## src/rtl/eis_pkg.sv

```systemverilog
// eis_pkg: shared definitions for the extended-instruction-set arithmetic unit.
//   op_e       - operation encodings presented on the op port
//   state_e    - sequencer states of eis_unit
//   FLAG_*     - bit positions of N, Z, V, C inside the flags word
package eis_pkg;

  typedef enum logic [1:0] {
    OP_MUL  = 2'd0,
    OP_DIV  = 2'd1,
    OP_ASH  = 2'd2,
    OP_ASHC = 2'd3
  } op_e;

  typedef enum logic [2:0] {
    ST_IDLE,
    ST_PREP,
    ST_RUN,
    ST_FIX,
    ST_DONE
  } state_e;

  localparam int FLAG_N = 3;
  localparam int FLAG_Z = 2;
  localparam int FLAG_V = 1;
  localparam int FLAG_C = 0;

endpackage

```

## src/rtl/eis_divstep.sv

```systemverilog
// eis_divstep: one restoring-division step on unsigned magnitudes.
//   rem_in   - partial remainder entering the step (always < divisor)
//   bit_in   - next dividend bit shifted into the remainder
//   divisor  - divisor magnitude
//   rem_out  - partial remainder after the step
//   q_bit    - quotient bit produced by the step
module eis_divstep #(
  parameter int W = 16
) (
  input  logic [W-1:0] rem_in,
  input  logic         bit_in,
  input  logic [W-1:0] divisor,
  output logic [W-1:0] rem_out,
  output logic         q_bit
);

  logic [W:0] trial;
  logic [W:0] diff;

  assign trial = {rem_in, bit_in};
  assign diff  = trial - {1'b0, divisor};

  // rem_in < divisor keeps the trial below 2*divisor, so the result fits W bits.
  always_comb begin
    if (trial >= {1'b0, divisor}) begin
      q_bit   = 1'b1;
      rem_out = diff[W-1:0];
    end else begin
      q_bit   = 1'b0;
      rem_out = trial[W-1:0];
    end
  end

endmodule

```

## src/rtl/eis_unit.sv

```systemverilog
// eis_unit: multi-cycle signed MUL / DIV / ASH / ASHC unit.
//   clk, reset_n     - clock and synchronous active-low reset
//   start, op        - request and operation select, sampled only in IDLE
//   src              - multiplier, divisor, or signed shift count in src[CW-1:0]
//   dst_hi, dst_lo   - multiplicand / dividend / shift operand words
//   busy, done       - operation in progress / one-cycle result-valid pulse
//   res_hi, res_lo   - result words, held from done until the next result
//   flags, ccmask    - {N,Z,V,C} and the condition-code write mask
module eis_unit
  import eis_pkg::*;
#(
  parameter int W  = 16,
  parameter int CW = $clog2(W) + 2
) (
  input  logic         clk,
  input  logic         reset_n,
  input  logic         start,
  input  logic [1:0]   op,
  input  logic [W-1:0] src,
  input  logic [W-1:0] dst_hi,
  input  logic [W-1:0] dst_lo,
  output logic         busy,
  output logic         done,
  output logic [W-1:0] res_hi,
  output logic [W-1:0] res_lo,
  output logic [3:0]   flags,
  output logic [3:0]   ccmask
);

  state_e          state, state_nxt;
  op_e             op_r;
  logic [W-1:0]    src_r, opnd_hi, opnd_lo;
  logic [W-1:0]    acc_hi, acc_lo, mag;
  logic            neg_res, neg_dvd, shr, v_acc, c_acc, ovf;
  logic [CW-1:0]   cnt, cnt_start, shamt_in, shamt_r;
  logic [2*W-1:0]  dvd_mag, prod, prod_s;
  logic [W:0]      mul_sum;
  logic [W-1:0]    ds_rem, q_s, r_s;
  logic            ds_q, q_fits, divz;
  logic [W-1:0]    fix_hi, fix_lo;
  logic [3:0]      fix_flags;

  function automatic logic [W-1:0] abs_w(input logic [W-1:0] x);
    return x[W-1] ? -x : x;
  endfunction

  function automatic logic [2*W-1:0] abs_2w(input logic [2*W-1:0] x);
    return x[2*W-1] ? -x : x;
  endfunction

  // ---------------------------------------------------------------- sequencer
  always_ff @(posedge clk) begin
    if (!reset_n) state <= ST_IDLE;
    else          state <= state_nxt;
  end

  always_comb begin
    state_nxt = state;
    busy      = 1'b0;
    done      = 1'b0;
    case (state)
      ST_IDLE: if (start) state_nxt = ST_PREP;
      ST_PREP: begin
        busy      = 1'b1;
        // Divide-by-zero and zero shift counts go straight to FIX.
        state_nxt = (cnt == '0) ? ST_FIX : ST_RUN;
      end
      ST_RUN: begin
        busy = 1'b1;
        if (cnt == CW'(1)) state_nxt = ST_FIX;
      end
      ST_FIX: begin
        busy      = 1'b1;
        state_nxt = ST_DONE;
      end
      ST_DONE: begin
        done      = 1'b1;
        state_nxt = ST_IDLE;
      end
      default: state_nxt = ST_IDLE;
    endcase
  end

  // ---------------------------------------------------------------- accept: step count
  assign shamt_in = src[CW-1:0];

  always_comb begin
    cnt_start = CW'(W);
    case (op_e'(op))
      OP_MUL:  cnt_start = CW'(W);
      OP_DIV:  cnt_start = (src == '0) ? '0 : CW'(W);
      default: cnt_start = shamt_in[CW-1] ? -shamt_in : shamt_in;
    endcase
  end

  // ---------------------------------------------------------------- PREP/RUN datapath
  assign shamt_r = src_r[CW-1:0];
  assign dvd_mag = abs_2w({opnd_hi, opnd_lo});
  assign mul_sum = {1'b0, acc_hi} + (acc_lo[0] ? {1'b0, mag} : '0);

  eis_divstep #(.W(W)) u_divstep (
    .rem_in  (acc_hi),
    .bit_in  (acc_lo[W-1]),
    .divisor (mag),
    .rem_out (ds_rem),
    .q_bit   (ds_q)
  );

  always_ff @(posedge clk) begin
    case (state)
      ST_IDLE: begin
        if (start) begin
          op_r    <= op_e'(op);
          src_r   <= src;
          opnd_hi <= dst_hi;
          opnd_lo <= dst_lo;
          cnt     <= cnt_start;
        end
      end
      ST_PREP: begin
        v_acc   <= 1'b0;
        c_acc   <= 1'b0;
        neg_res <= opnd_hi[W-1] ^ src_r[W-1];
        neg_dvd <= opnd_hi[W-1];
        mag     <= abs_w(src_r);
        shr     <= shamt_r[CW-1];
        // A high dividend half >= divisor means the quotient needs > W bits.
        ovf     <= dvd_mag[2*W-1:W] >= abs_w(src_r);
        case (op_r)
          OP_MUL: begin
            mag    <= abs_w(opnd_hi);
            acc_hi <= '0;
            acc_lo <= abs_w(src_r);
          end
          OP_DIV: begin
            acc_hi <= dvd_mag[2*W-1:W];
            acc_lo <= dvd_mag[W-1:0];
          end
          OP_ASH: begin
            acc_hi <= opnd_hi;
            acc_lo <= '0;
          end
          default: begin
            acc_hi <= opnd_hi;
            acc_lo <= opnd_lo;
          end
        endcase
      end
      ST_RUN: begin
        cnt <= cnt - CW'(1);
        case (op_r)
          OP_MUL: begin
            acc_hi <= mul_sum[W:1];
            acc_lo <= {mul_sum[0], acc_lo[W-1:1]};
          end
          OP_DIV: begin
            acc_hi <= ds_rem;
            acc_lo <= {acc_lo[W-2:0], ds_q};
          end
          default: begin
            if (shr) begin
              c_acc  <= (op_r == OP_ASH) ? acc_hi[0] : acc_lo[0];
              acc_hi <= {acc_hi[W-1], acc_hi[W-1:1]};
              if (op_r == OP_ASHC) acc_lo <= {acc_hi[0], acc_lo[W-1:1]};
            end else begin
              // acc_lo stays zero for ASH, so this also gives the 0 fill.
              c_acc  <= acc_hi[W-1];
              v_acc  <= v_acc | (acc_hi[W-1] ^ acc_hi[W-2]);
              acc_hi <= {acc_hi[W-2:0], acc_lo[W-1]};
              acc_lo <= {acc_lo[W-2:0], 1'b0};
            end
          end
        endcase
      end
      default: ;
    endcase
  end

  // ---------------------------------------------------------------- FIX: sign correction and flags
  assign prod   = {acc_hi, acc_lo};
  assign prod_s = neg_res ? -prod : prod;
  assign q_s    = neg_res ? -acc_lo : acc_lo;
  assign r_s    = neg_dvd ? -acc_hi : acc_hi;
  assign divz   = (src_r == '0);
  // A negative quotient may reach magnitude 2^(W-1); a positive one may not.
  assign q_fits = !ovf && (!acc_lo[W-1] ||
                  (neg_res && (acc_lo == {1'b1, {(W-1){1'b0}}})));

  always_comb begin
    fix_hi    = acc_hi;
    fix_lo    = acc_lo;
    fix_flags = '0;
    case (op_r)
      OP_MUL: begin
        fix_hi            = prod_s[2*W-1:W];
        fix_lo            = prod_s[W-1:0];
        fix_flags[FLAG_N] = prod_s[2*W-1];
        fix_flags[FLAG_Z] = (prod_s == '0);
        fix_flags[FLAG_C] = (prod_s[2*W-1:W] != {W{prod_s[W-1]}});
      end
      OP_DIV: begin
        if (divz || !q_fits) begin
          fix_hi            = opnd_hi;
          fix_lo            = opnd_lo;
          fix_flags[FLAG_V] = 1'b1;
          fix_flags[FLAG_C] = divz;
        end else begin
          fix_hi            = q_s;
          fix_lo            = r_s;
          fix_flags[FLAG_N] = q_s[W-1];
          fix_flags[FLAG_Z] = (q_s == '0);
        end
      end
      default: begin
        fix_flags[FLAG_N] = acc_hi[W-1];
        fix_flags[FLAG_Z] = ({acc_hi, acc_lo} == '0);
        fix_flags[FLAG_V] = v_acc;
        fix_flags[FLAG_C] = c_acc;
      end
    endcase
  end

  always_ff @(posedge clk) begin
    if (!reset_n) begin
      res_hi <= '0;
      res_lo <= '0;
      flags  <= '0;
      ccmask <= '0;
    end else if (state == ST_FIX) begin
      res_hi <= fix_hi;
      res_lo <= fix_lo;
      flags  <= fix_flags;
      ccmask <= 4'b1111;
    end
  end

endmodule
```

## config.mk

```make
export PLATFORM = sky130hd
export DESIGN_NAME = eis_unit
export DESIGN_NICKNAME = d
export VERILOG_FILES = /design/src/rtl/eis_pkg.sv /design/src/rtl/eis_divstep.sv /design/src/rtl/eis_unit.sv
export SDC_FILE = /design/constraint.sdc
export NUM_CORES = 1
export LEC_CHECK = 0
export ABC_AREA = 1
export BUFFER_PORTS_ARGS = -buffer_cell sky130_fd_sc_hd__buf_2
export CORE_MARGIN = 1.5
export CORE_UTILIZATION = 52
export CTS_BUF_LIST = sky130_fd_sc_hd__clkbuf_8
export CTS_CLUSTER_DIAMETER = 80
export CTS_CLUSTER_SIZE = 25
export DETAILED_ROUTE_END_ITERATION = 7
export PLACE_DENSITY = 0.68
export SLEW_MARGIN = 20
export SYNTH_ARGS = -nofsm -noshare
export SYNTH_HDL_FRONTEND = slang
export SYNTH_SLANG_ARGS = --single-unit
```

## constraint.sdc

```tcl
create_clock -name clk -period 4.39 [get_ports clk]
set_clock_uncertainty 0.05 [all_clocks]
set_input_delay 0.2195 -clock clk [delete_from_list [all_inputs] [get_ports clk]]
set_output_delay 0.2195 -clock clk [all_outputs]
set_load 0.05 [all_outputs]
```

# Word-level counts from Yosys, hierarchy flattened
# Cells that the tools add are included.
[op_classes]
n_addsub = 10
magnitude_cmp = 2
eq_ne = 17
muxes = 46
n_bitwise = 3
reduce_logical = 27
[op_table]
columns = ["op", "count"]
rows = [
  ["16-bit one-hot mux with 2 select lines", 7],
  ["16-bit two-way mux", 12],
  ["32-bit zero test", 2],
  ["32-bit two-way mux", 2],
  ["16-bit negation", 4],
  ["32-bit negation", 2],
  ["16-bit zero test", 3],
  ["16-bit one-hot mux with 3 select lines", 1],
  ["6-bit one-hot mux with 2 select lines", 2],
  ["16-bit by 16-bit adder with 17-bit output", 1],
  ["17-bit by 16-bit greater-or-equal comparator with 1-bit output", 1],
  ["16-bit == test (second input constant)", 1],
  ["16-bit greater-or-equal comparator", 1],
  ["16-bit inequality test", 1],
  ["16-bit subtractor", 1],
  ["6-bit two-way mux", 2],
  ["3-bit one-hot mux with 4 select lines", 1],
  ["2-bit AND reduction", 6],
  ["1-bit two-way mux", 9],
  ["2-bit inequality test (second input constant)", 4],
  ["1-bit one-hot mux with 2 select lines", 4],
  ["3-bit by 2-bit == test with 1-bit output (second input constant)", 2],
  ["6-bit by 1-bit == test with 1-bit output (second input constant)", 1],
  ["6-bit zero test", 1],
  ["other kinds (23)", 34],
]
[word_totals]
regBits = 150
input_bits = 53
out_inout_bits = 42

# Depth between registers and ports, before layout
# Gate-level depths: netlist of the first run.
[logic_depth]
ltp_word = 8
depth_mapped = 20
mapped_depth_nobuf = 19

# Modules after synthesis
# From an unflattened synthesis of the first run, not the netlist that was laid out.
[unflattened]
hier_cells = 1834
area_unflattened_um2 = 12657.1
[by_module_without_submodules]
columns = ["mod", "n_inst", "cells_each", "area_each_um2"]
rows = [
  ["eis_unit", 1, 1565, 11302.1],
  ["eis_divstep", 1, 269, 1355.0],
]

# Least setup slack after synthesis of the first run
# OpenSTA, ideal clock, no wires.
[synth_path]
kind = "reg-to-reg"
start = "reg state[0]"
end = "reg op_r[0], enable pin"
setup_time_ns = 0.458
arrival_ns = 2.728
setup_slack_ns = 1.154
stages_incl_launch_ff = 6
period_less_slack_ns = 3.236
path_cell_list = "dfxtp_1 > nor2_1 > inv_1 > nor2_1 > inv_1 > nor2_1"
[synth_between]
elab_chain_len = 2
[synth_lines]
columns = ["element", "line", "source"]
rows = [
  ["from (decl)", "eis_unit.sv:30", "state_e state, state_nxt;"],
  ["from (signal assigned)", "eis_unit.sv:54", "else state <= state_nxt;"],
  ["3-bit zero test", "eis_unit.sv:110", "case (state)"],
  ["2-bit AND reduction (no source line)", "-", ""],
  ["to (signal assigned)", "eis_unit.sv:113", "op_r <= op_e'(op);"],
  ["to (decl)", "eis_unit.sv:31", "op_e op_r;"],
]
# No other way between the ends.
# A chain may end at the register's enable or synchronous reset.

# Worst setup path in the final report of the first run
[layout_path]
start = "reg opnd_lo[1]"
end = "reg ovf, data pin"
[layout_between]
elab_chain_len = 3
[layout_lines]
columns = ["element", "line", "source"]
rows = [
  ["from (decl)", "eis_unit.sv:32", "logic [W-1:0] src_r, opnd_hi, opnd_lo;"],
  ["from (signal assigned)", "eis_unit.sv:116", "opnd_lo <= dst_lo;"],
  ["32-bit negation", "eis_unit.sv:48", "return x[2*W-1] ? -x : x;"],
  ["32-bit two-way mux", "eis_unit.sv:48", ""],
  ["16-bit greater-or-equal comparator", "eis_unit.sv:128", "ovf <= dvd_mag[2*W-1:W] >= abs_w(src_r);"],
  ["to (signal assigned)", "eis_unit.sv:128", ""],
  ["to (decl)", "eis_unit.sv:34", "logic neg_res, neg_dvd, shr, v_acc, c_acc, ovf;"],
]
# No other way between the ends.

==> results.txt, run 1 <==
CORE AREA = 24200 µm²
dominant cell type by area after synthesis = edfxtp_1
Layout Nets = 2082
Worst Path Required = 4.56 ns
IO buf count = 94
full die area = 25400 µm²
CP Max Fanout = 13
CTS H-tree lvls = 4
RSZ-0062 raised after global routing = no
FFs w/ async S/R, synth = 0
Tot GR Track Use = 0.385
Final Critical Period = 3.36 ns
Arrival @ worst endpoint = 3.54 ns
Synth Flop Type = edfxtp_1
Post-synth EDFFs = 110
drt pass-1 iters = 7
PwrDens = 491 nW/µm²
CTS tree = yes
vias in the first global route = 12500
Total Wirelength = 48800 µm
Startpoint Class = register
Final TNS setup = 0 ns
number of remaining DRC errors = 0
count of cell types in the netlist = 59
area of the multi-input gates = 7340 µm²
Pwr Total = 7.07 mW
clock-pin slew on the worst setup and hold paths = 0.10 ns
Least-Margin Pin Slew = 0.983 ns
Die Wd = 160 µm
post-synthesis cell count = 1860
largest net degree at the start of global routing = 61
TritonCTS Buffers = 17
antenna violations before repair = 1
peak supply drop = 0.282 mV
hold slack = 0.0647 ns
Die Ht = 160 µm
clk sinks = 150
Avg WL per Cell = 21.2 µm
I/O pins = 95
layout cell share with drive strength beyond 1 = 0.102
average size of a mapped cell = 6.85 µm²
RePlAce Congestion = 1.03
# diodes = 0
GR Overflow Total = 0
Worst Hold Class = in2reg
vias per inst = 5.85
Initial Util = 0.527
register area share after synthesis = 0.322
outcome = complete, no violations
final hold vios = 0
Leakage = 6.86 nW
Filler cells = 2276
Post-DRT Antenna Nets = 0
first-pass GRT wire length = 74500 µm
Max Transition Viols Final = 0
nature of the critical path endpoint = register
Mapped Area = 12700 µm²
Rel. slew slack = 0.344
CP Class = reg2reg
Synth top area share = 0.259
Synth area leaders = edfxtp_1 (26%), nand2_1 (13%), inv_1 (7.4%), o21ai_0 (6.4%), dfxtp_1 (6.3%)
sequential cell area = 4100 µm²
post-synth net total = 1973
vias = 13500
fmax = 297 MHz
row count = 57
CTS root buffer = clkbuf_8
Clk Latency, worst-skew pair = 0.48 ns
largest buffer count on any clock path = 2
dpl hpwl = 37300 µm
Tcrit/Tclk final = 0.766
synth warn = 0
First DRT Iteration DRCs = 1793
final setup vio count = 0
register bit total from synthesis = 150
area delta synth->final = 13.0%
Max Cap Viol = 0
## kinds of logic after synthesis
kind of cell	count (synthesis)	synth area share
AO/OA/AOI/OAI	405	0.183
adder cells (fa/ha/maj)	60	0.0601
AND/OR/NAND/NOR	843	0.281
flip-flops	150	0.322
XOR/XNOR	71	0.0494
buffers and inverters	331	0.104
## worst paths after layout
| path | startpoint | end | slack [ns] | depth (start not counted) |
|---|---|---|---|---|
| setup / recovery | opnd_lo[1] | ovf | 1.03 | 17 |
| hold / removal | start | state[0] | 0.06 | 3 |
| setup reg to reg | opnd_lo[1] | ovf | 1.03 | 17 |
| hold reg to reg | ccmask[0] | ccmask[0] | 0.48 | 2 |
## where the power goes
| group | switching, mW | total (mW) | internal, mW |
|---|---|---|---|
| Combinational | 2.43 | 3.50 | 1.07 |
| Sequential | 0.413 | 2.27 | 1.86 |
| Clock | 0.646 | 1.29 | 0.647 |
## worst max-delay path, cell delays in order (launching register included)
cell and delay, ns:
edfxtp_1 0.43, inv_1 0.14, ha_1 0.20, nand2_1 0.08
nor2_2 0.15, nand3_2 0.12, nor2_2 0.13, inv_2 0.05
nor2_2 0.16, nand4_1 0.17, nand2_2 0.26, nand2_1 0.10
xor2_1 0.35, ha_1 0.30, nand2_1 0.08, o21ai_0 0.10
a21oi_1 0.13, nand3_1 0.08
## cells in the final DEF (no fill, tap or decap), types with 9 or more instances in the layout
cell and count:
a31oi_1 20, buf_4 18, inv_1 249, nand3_1 111, o21ai_0 164, o22ai_1 16
a221oi_1 10, clkbuf_8 17, o211ai_1 19, dfxtp_1 40, nand4_1 15, edfxtp_1 110
buf_2 94, xor2_1 59, nand2_1 452, nor4_1 9, nor2_1 186, nor3_1 22
a22oi_1 9, ha_1 58, a21oi_1 119, dlygate4sd3_1 50, xnor2_1 11, nand2_2 9
## per-layer routing
| metal | global-route usage | vias up | routed length (µm) | share of wire |
|---|---|---|---|---|
| li1 | - | 6413 | - | - |
| met1 | 0.528 | 6159 | 19900 | 0.41 |
| met2 | 0.601 | 781 | 21500 | 0.44 |
| met3 | 0.0560 | 141 | 5030 | 0.10 |
| met4 | 0.178 | 2 | 2390 | 0.049 |
| met5 | 0 | - | 13 | 0.00027 |
## registers in the layout, summed over array words and instances, names as in the netlist, 2 cells and up
register	cells
opnd_hi	16
op_r	2
res_lo	16
res_hi	16
cnt	6
mag	16
acc_hi	16
flags	4
src_r	16
acc_lo	16
state	3
opnd_lo	16
## Yosys cell counts (3+ instances only)
cell      count
nand2_4       4
nor2_1      188
buf_1         5
inv_2         6
nand3_2       4
or2_2         4
clkbuf_2      3
ha_1         58
o32ai_1       3
buf_4         7
a22oi_1       9
o21a_1        5
o21ai_0     164
nand4_1      15
xnor2_1      11
a21oi_1     119
a221oi_1     10
a211oi_1      4
o31ai_1       5
o211ai_1     19
xor2_1       59
o221ai_1      7
a31oi_1      20
a21oi_2       6
nor4_1        9
buf_2        10
dfxtp_1      40
nand3b_1      4
clkbuf_1     42
edfxtp_1    110
nand2_2       9
nand2_1     452
buf_6         5
nor2_2        7
nor3_1       24
nor2_4        4
o22ai_1      16
o21ai_1       4
nand3_1     111
o21bai_1      3
inv_1       250
## cell type report
class                   instances  area share
well taps                     324      0.0282
multi-input cells            1379       0.510
repair buffers                162      0.0769
flip-flops and latches        150       0.285
clock buffers                  17      0.0163
inverters                     259      0.0677
clock inverters                15      0.0158
## repair_timing
action | in CTS | in global routing
setup buffers | 0 | 0
hold buffers | 50 | 0
resized for setup | 0 | 0
hold endpoints to repair | 50 | 0
## stage by stage
stage	cell area, µm²	instances	setup slack, ns	utilization
finish	14400	2306	1.03	0.595
global route	14400	2306	0.753	0.595
CTS	14400	2306	1.11	0.595
detailed placement	13400	2224	1.15	0.555
global placement	13400	2224	1.26	0.555
floorplan	12700	1860	1.15	-
(Power assumes the default switching activity.)
==> run 2, diff against run 1 <==
- PLACE_DENSITY: 0.68 -> 0.71
- clock period: 4.39 -> 3 ns (I/O delays scaled with it)
==> run 2 against run 1 <==
Effect of this change: the run now ends with setup timing left; combinational power up 63%; worst setup slack worse by 1.0 ns; die area unchanged; clock-buffer cell count unchanged; via count up 2.7%; largest cell class unchanged; largest power group unchanged.
==> results.txt, run 2 (synthesized netlist as in run 1, its figures left out) <==
outcome = finished, violations left (was complete, no violations)
vias per inst = 5.82 (was 5.85)
Final Non-Filler Cells = 2381 (was 2306)
Clk Latency, worst-skew pair = 0.48 ns (about the same)
Final Util = 0.622 (was 0.595)
Final WS setup = -0.00502 ns (was 1.03 ns)
commonest non-fill, non-tap cell in the layout = nand2_1 (unchanged)
clock-pin slew on the worst setup and hold paths = 0.10 ns (about the same)
Arrival @ worst endpoint = 3.18 ns (was 3.54 ns)
peak supply drop = 0.549 mV (was 0.282 mV)
Initial Util = 0.527 (unchanged)
most frequent cells in the layout = nand2_1 (450), inv_1 (248), nor2_1 (185), o21ai_0 (162), a21oi_1 (116) (was nand2_1 (452), inv_1 (249), nor2_1 (186), o21ai_0 (164), a21oi_1 (119))
CTS H-tree lvls = 4 (unchanged)
CTS tree = yes (unchanged)
DP Worst Slack = 0.0236 ns (was 1.15 ns)
Post-DRT Antenna Nets = 0 (unchanged)
CP Class = reg2reg (unchanged)
Worst Hold Class = in2reg (unchanged)
Max Transition Viols Final = 0 (unchanged)
Final TNS setup = -0.00502 ns (was 0 ns)
CP Max Fanout = 4 (was 13)
GR Overflow Total = 0 (unchanged)
first-pass GRT wire length = 73800 µm (was 74500 µm)
Rel. slew slack = 0.388 (was 0.344)
Avg WL per Cell = 20.7 µm (was 21.2 µm)
hold slack = 0.154 ns (was 0.0647 ns)
clk sinks = 150 (unchanged)
vias in the first global route = 12700 (was 12500)
nature of the critical path endpoint = register (unchanged)
Total Wirelength = 49200 µm (was 48800 µm)
Layout Nets = 2157 (was 2082)
I/O pins = 95 (unchanged)
dpl hpwl = 37700 µm (was 37300 µm)
Final Critical Period = 3.01 ns (was 3.36 ns)
# diodes = 0 (unchanged)
PwrDens = 695 nW/µm² (was 491 nW/µm²)
RSZ-0062 raised after global routing = yes (was no)
CTS root buffer = clkbuf_8 (unchanged)
First DRT Iteration DRCs = 1862 (was 1793)
final setup vio count = 1 (was 0)
Startpoint Class = register (unchanged)
violated checks = setup timing
vias = 13900 (was 13500)
drt pass-1 iters = 7 (unchanged)
IO buf count = 94 (unchanged)
placed insts = 2292 (was 2224)
Die Ht = 160 µm (unchanged)
Leakage = 7.20 nW (was 6.86 nW)
RePlAce Congestion = 0.998 (was 1.03)
CORE AREA = 24200 µm² (unchanged)
full die area = 25400 µm² (unchanged)
flop2flop setup slack = -0.005 ns (was 1.03 ns)
Tcrit/Tclk final = 1.00 (was 0.766)
TritonCTS Buffers = 17 (unchanged)
Worst Path Required = 3.17 ns (was 4.56 ns)
largest net degree at the start of global routing = 61 (unchanged)
Die Wd = 160 µm (unchanged)
Least-Margin Pin Slew = 0.909 ns (was 0.983 ns)
Max Cap Viol = 0 (unchanged)
fmax = 333 MHz (was 297 MHz)
final hold vios = 0 (unchanged)
antenna violations before repair = 0 (was 1)
area delta synth->final = 18.0% (was 13.0%)
number of remaining DRC errors = 0 (unchanged)
largest buffer count on any clock path = 2 (unchanged)
row count = 57 (unchanged)
Tot GR Track Use = 0.382 (was 0.385)
layout cell share with drive strength beyond 1 = 0.141 (was 0.102)
-- run 2: cell count changes in the layout (fill, tap and decap cells not counted), moves of 3 or more --
cell,delta
buf_4,+69
xor2_1,-3
bufinv_16,-4
a21oi_1,-3
xor2_2,+3
buf_12,+4
ha_1,-3
a21oi_2,+3
-- run 2: worst max-delay path, stage by stage (launching register included) --
cell and delay [ns]:
edfxtp_1 0.40, buf_4 0.17, nor3_4 0.22, nand3_2 0.15
nor3_4 0.22, inv_2 0.09, nor2_4 0.19, nand2_1 0.09
nand2_2 0.14, xor2_2 0.25, ha_4 0.25, a21oi_2 0.13
o21a_1 0.14, o221ai_1 0.12, nand2_1 0.08, nand3_1 0.06
-- run 2: final cells by class --
type / count / area [µm²]
clock inverter: 15 / 158
tap: 324 / 405
sequential: 150 / 4100
multi-input combinational: 1379 / 7430
clock buffer: 17 / 234
inverter: 259 / 977
fill: 2213 / 9150
timing repair buffer: 237 / 1730
-- run 2: layer usage --
metal | part of all wire | track usage
met5 | 0 | 0
met4 | 0.044 | 0.152
met3 | 0.097 | 0.0638
met2 | 0.45 | 0.607
met1 | 0.41 | 0.517
-- run 2: where the power goes --
part           switching (mW)  internal [mW]  leakage, nW
Combinational            3.85           1.87         5.64
Clock                   0.989          0.626        0.190
Sequential              0.388           2.72         1.37
Total                    5.23           5.22         7.20
-- run 2: repair_timing --
action | 4_1_cts | 5_1_grt
buffers inserted | 1 | 5
hold buffers | 51 | 0
cloned | 0 | 0
hold endpoints to repair | 51 | 0
pin swaps | 0 | 10
resized for setup | 1 | 21
setup endpoints to repair | 1 | 18
-- run 2: per-stage QoR --
stage          instance area, µm²  power, mW
3_5_place_dp                14000       8.56
3_3_place_gp                14000       8.53
4_1_cts                     14900       10.2
5_1_grt                     15000       11.1
2_1_floorplan               12700       6.67
6_report                    15000       10.4
-- run 2: worst paths after layout --
check	startpoint	to	cells after the start
worst max-delay path	opnd_lo[0]	ovf	15
worst min-delay path	reset_n	res_hi[15]	3
worst max register to register	opnd_lo[0]	ovf	15
worst min register to register	ccmask[0]	ccmask[0]	2
==> run 3, diff against run 2 <==
- MAX_ROUTING_LAYER: default -> met4
==> run 3 against run 2 <==
Effect of this change: the run still ends with setup timing left; global-route usage rose by 2.2 points; clock-buffer cell count did not move; sequential share of layout area fell by 0.64 points; cell area rose by 2.4%; core utilization rose by 1.5 points; critical path type unchanged; largest cell class unchanged.
==> results.txt, run 3 (synthesized netlist as in run 1, its figures left out) <==
area delta synth->final = 20.8% (was 18.0%)
First DRT Iteration DRCs = 2232 (was 1862)
vias = 14300 (was 13900)
vias per inst = 5.96 (was 5.82)
sw frac = 0.496 (was 0.500)
dpl hpwl = 38500 µm (was 37700 µm)
Rel. slew slack = 0.415 (was 0.388)
Tcrit/Tclk final = 1.03 (was 1.00)
outcome = finished, violations left (unchanged)
GR Overflow Total = 0 (unchanged)
Least-Margin Pin Slew = 0.877 ns (was 0.909 ns)
CP max stage cell = edfxtp_1 (unchanged)
Die Wd = 160 µm (unchanged)
CTS tree = yes (unchanged)
peak supply drop = 0.464 mV (was 0.549 mV)
power share of the combinational group = 0.551 (was 0.548)
vias in the first global route = 13200 (was 12700)
hold slack = 0.174 ns (was 0.154 ns)
CTS root buffer = clkbuf_8 (unchanged)
commonest non-fill, non-tap cell in the layout = nand2_1 (unchanged)
Pwr Total = 10.8 mW (was 10.4 mW)
CP Class = reg2reg (unchanged)
TritonCTS Buffers = 17 (unchanged)
Switch Pwr = 5.35 mW (was 5.23 mW)
RePlAce Congestion = 1.04 (was 0.998)
clock share of power = 0.158 (was 0.155)
I/O pins = 95 (unchanged)
largest buffer count on any clock path = 2 (unchanged)
PwrDens = 701 nW/µm² (was 695 nW/µm²)
CORE AREA = 24200 µm² (unchanged)
layout cell share with drive strength beyond 1 = 0.158 (was 0.141)
Final Critical Period = 3.08 ns (was 3.01 ns)
Clk Latency, worst-skew pair = 0.48 ns (about the same)
largest net degree at the start of global routing = 55 (was 61)
Worst Path Required = 3.17 ns (about the same)
Initial Util = 0.527 (unchanged)
Final WS setup = -0.0823 ns (was -0.00502 ns)
RSZ-0062 raised after global routing = yes (unchanged)
violated checks = setup timing (unchanged)
biggest cell delay along the critical path = 0.41 ns (was 0.40 ns)
Tot GR Track Use = 0.404 (was 0.382)
most frequent cells in the layout = nand2_1 (447), inv_1 (249), nor2_1 (183), o21ai_0 (163), a21oi_1 (113) (was nand2_1 (450), inv_1 (248), nor2_1 (185), o21ai_0 (162), a21oi_1 (116))
CTS H-tree lvls = 4 (unchanged)
Max Cap Viol = 0 (unchanged)
number of remaining DRC errors = 0 (unchanged)
full die area = 25400 µm² (unchanged)
Layout Nets = 2176 (was 2157)
row count = 57 (unchanged)
Die Ht = 160 µm (unchanged)
Avg WL per Cell = 21.0 µm (was 20.7 µm)
nature of the critical path endpoint = register (unchanged)
CP Max Fanout = 6 (was 4)
IO buf count = 94 (unchanged)
Startpoint Class = register (unchanged)
clk sinks = 150 (unchanged)
Post-Place Cell Area = 14100 µm² (was 14000 µm²)
final hold vios = 0 (unchanged)
Arrival @ worst endpoint = 3.25 ns (was 3.18 ns)
sequential share of power = 0.291 (was 0.298)
clock-pin slew on the worst setup and hold paths = 0.11 ns (was 0.10 ns)
post-route cell area = 15400 µm² (was 15000 µm²)
Total Wirelength = 50500 µm (was 49200 µm)
first-pass GRT wire length = 76500 µm (was 73800 µm)
DP Worst Slack = 0.00558 ns (was 0.0236 ns)
Worst Hold Class = in2reg (unchanged)
most used cell, CP = nor2_4
Max Transition Viols Final = 0 (unchanged)
Post-DRT Antenna Nets = 0 (unchanged)
Int Power = 5.44 mW (was 5.22 mW)
antenna violations before repair = 1 (was 0)
drt pass-1 iters = 6 (was 7)
final setup vio count = 1 (unchanged)
Critical Path, Cell by Cell = inv_1 > ha_2 > nand2_2 > nor2_4 > nand3_4 > nor2_4 > inv_2 > nor2_4 > nand4_1 > nand2_4 > buf_6 > nor2_2 > a21oi_2 > ha_1 > nand2_2 > o21a_1 > o221ai_2 > nand2_1 > nand3_2 (was buf_4 > nor3_4 > nand3_2 > nor3_4 > inv_2 > nor2_4 > nand2_1 > nand2_2 > xor2_2 > ha_4 > a21oi_2 > o21a_1 > o221ai_1 > nand2_1 > nand3_1)
fmax = 324 MHz (was 333 MHz)
Leakage = 7.34 nW (was 7.20 nW)
==> run 3: power groups by stage <==
stage / logic (mW) / clock network (mW) / registers [mW]
final: 5.95 / 1.70 / 3.14
after global routing: 6.45 / 1.77 / 3.17
after CTS: 5.60 / 1.69 / 3.11
after detailed placement: 5.51 / 0 / 3.16
after global placement: 5.47 / 0 / 3.15
after floorplan: 3.51 / 0 / 3.16
==> run 3: path summary, 6_finish.rpt <==
path                                  from         end  slack, ns  cells after the start
worst min register to register  res_hi[12]  res_hi[12]       0.49                      2
worst min-delay path               reset_n  res_lo[12]       0.17                      3
worst max register to register  opnd_lo[1]         ovf      -0.08                     19
worst max-delay path            opnd_lo[1]         ovf      -0.08                     19
==> run 3: cell type report <==
type	count	area [µm²]
antenna	1	2.50
clock buffer	17	234
clock inverter	15	186
fill	2229	8790
inverter	259	976
multi-input combinational	1379	7590
sequential	150	4100
tap	324	405
timing repair buffer	256	1900
==> run 3: what timing repair did <==
item | CTS | global route
setup buffers | 0 | 14
pin swaps | 1 | 30
setup endpoints to repair | 1 | 4
hold endpoints to repair | 51 | 0
gates cloned | 0 | 0
gates resized for setup | 3 | 47
hold buffers | 51 | 0
==> run 3: per-layer routing <==
metal / GRT usage / wire length [µm] / vias to the layer above
met4: 0.150 / 2030 / 0
met3: 0.0542 / 4790 / 140
li1: - / - / 6595
met1: 0.536 / 20600 / 6685
met2: 0.630 / 23000 / 891
met5: - / 0 / -
==> run 3: critical path: cells and delay by family, from the launching register on <==
kind / cells / cell delay (ns)
simple gates: 11 / 1.24
flops: 1 / 0.41
compound gates: 3 / 0.37
buf+inv: 3 / 0.29
fa+ha+maj: 2 / 0.45
==> run 3: through the flow <==
step | utilization | instances | setup TNS (ns)
3_5_place_dp | 0.583 | 2303 | 0
4_1_cts | 0.622 | 2386 | 0
6_report | 0.637 | 2401 | -0.0823
2_1_floorplan | - | 1860 | 0
3_3_place_gp | 0.583 | 2303 | 0
5_1_grt | 0.637 | 2401 | -0.194
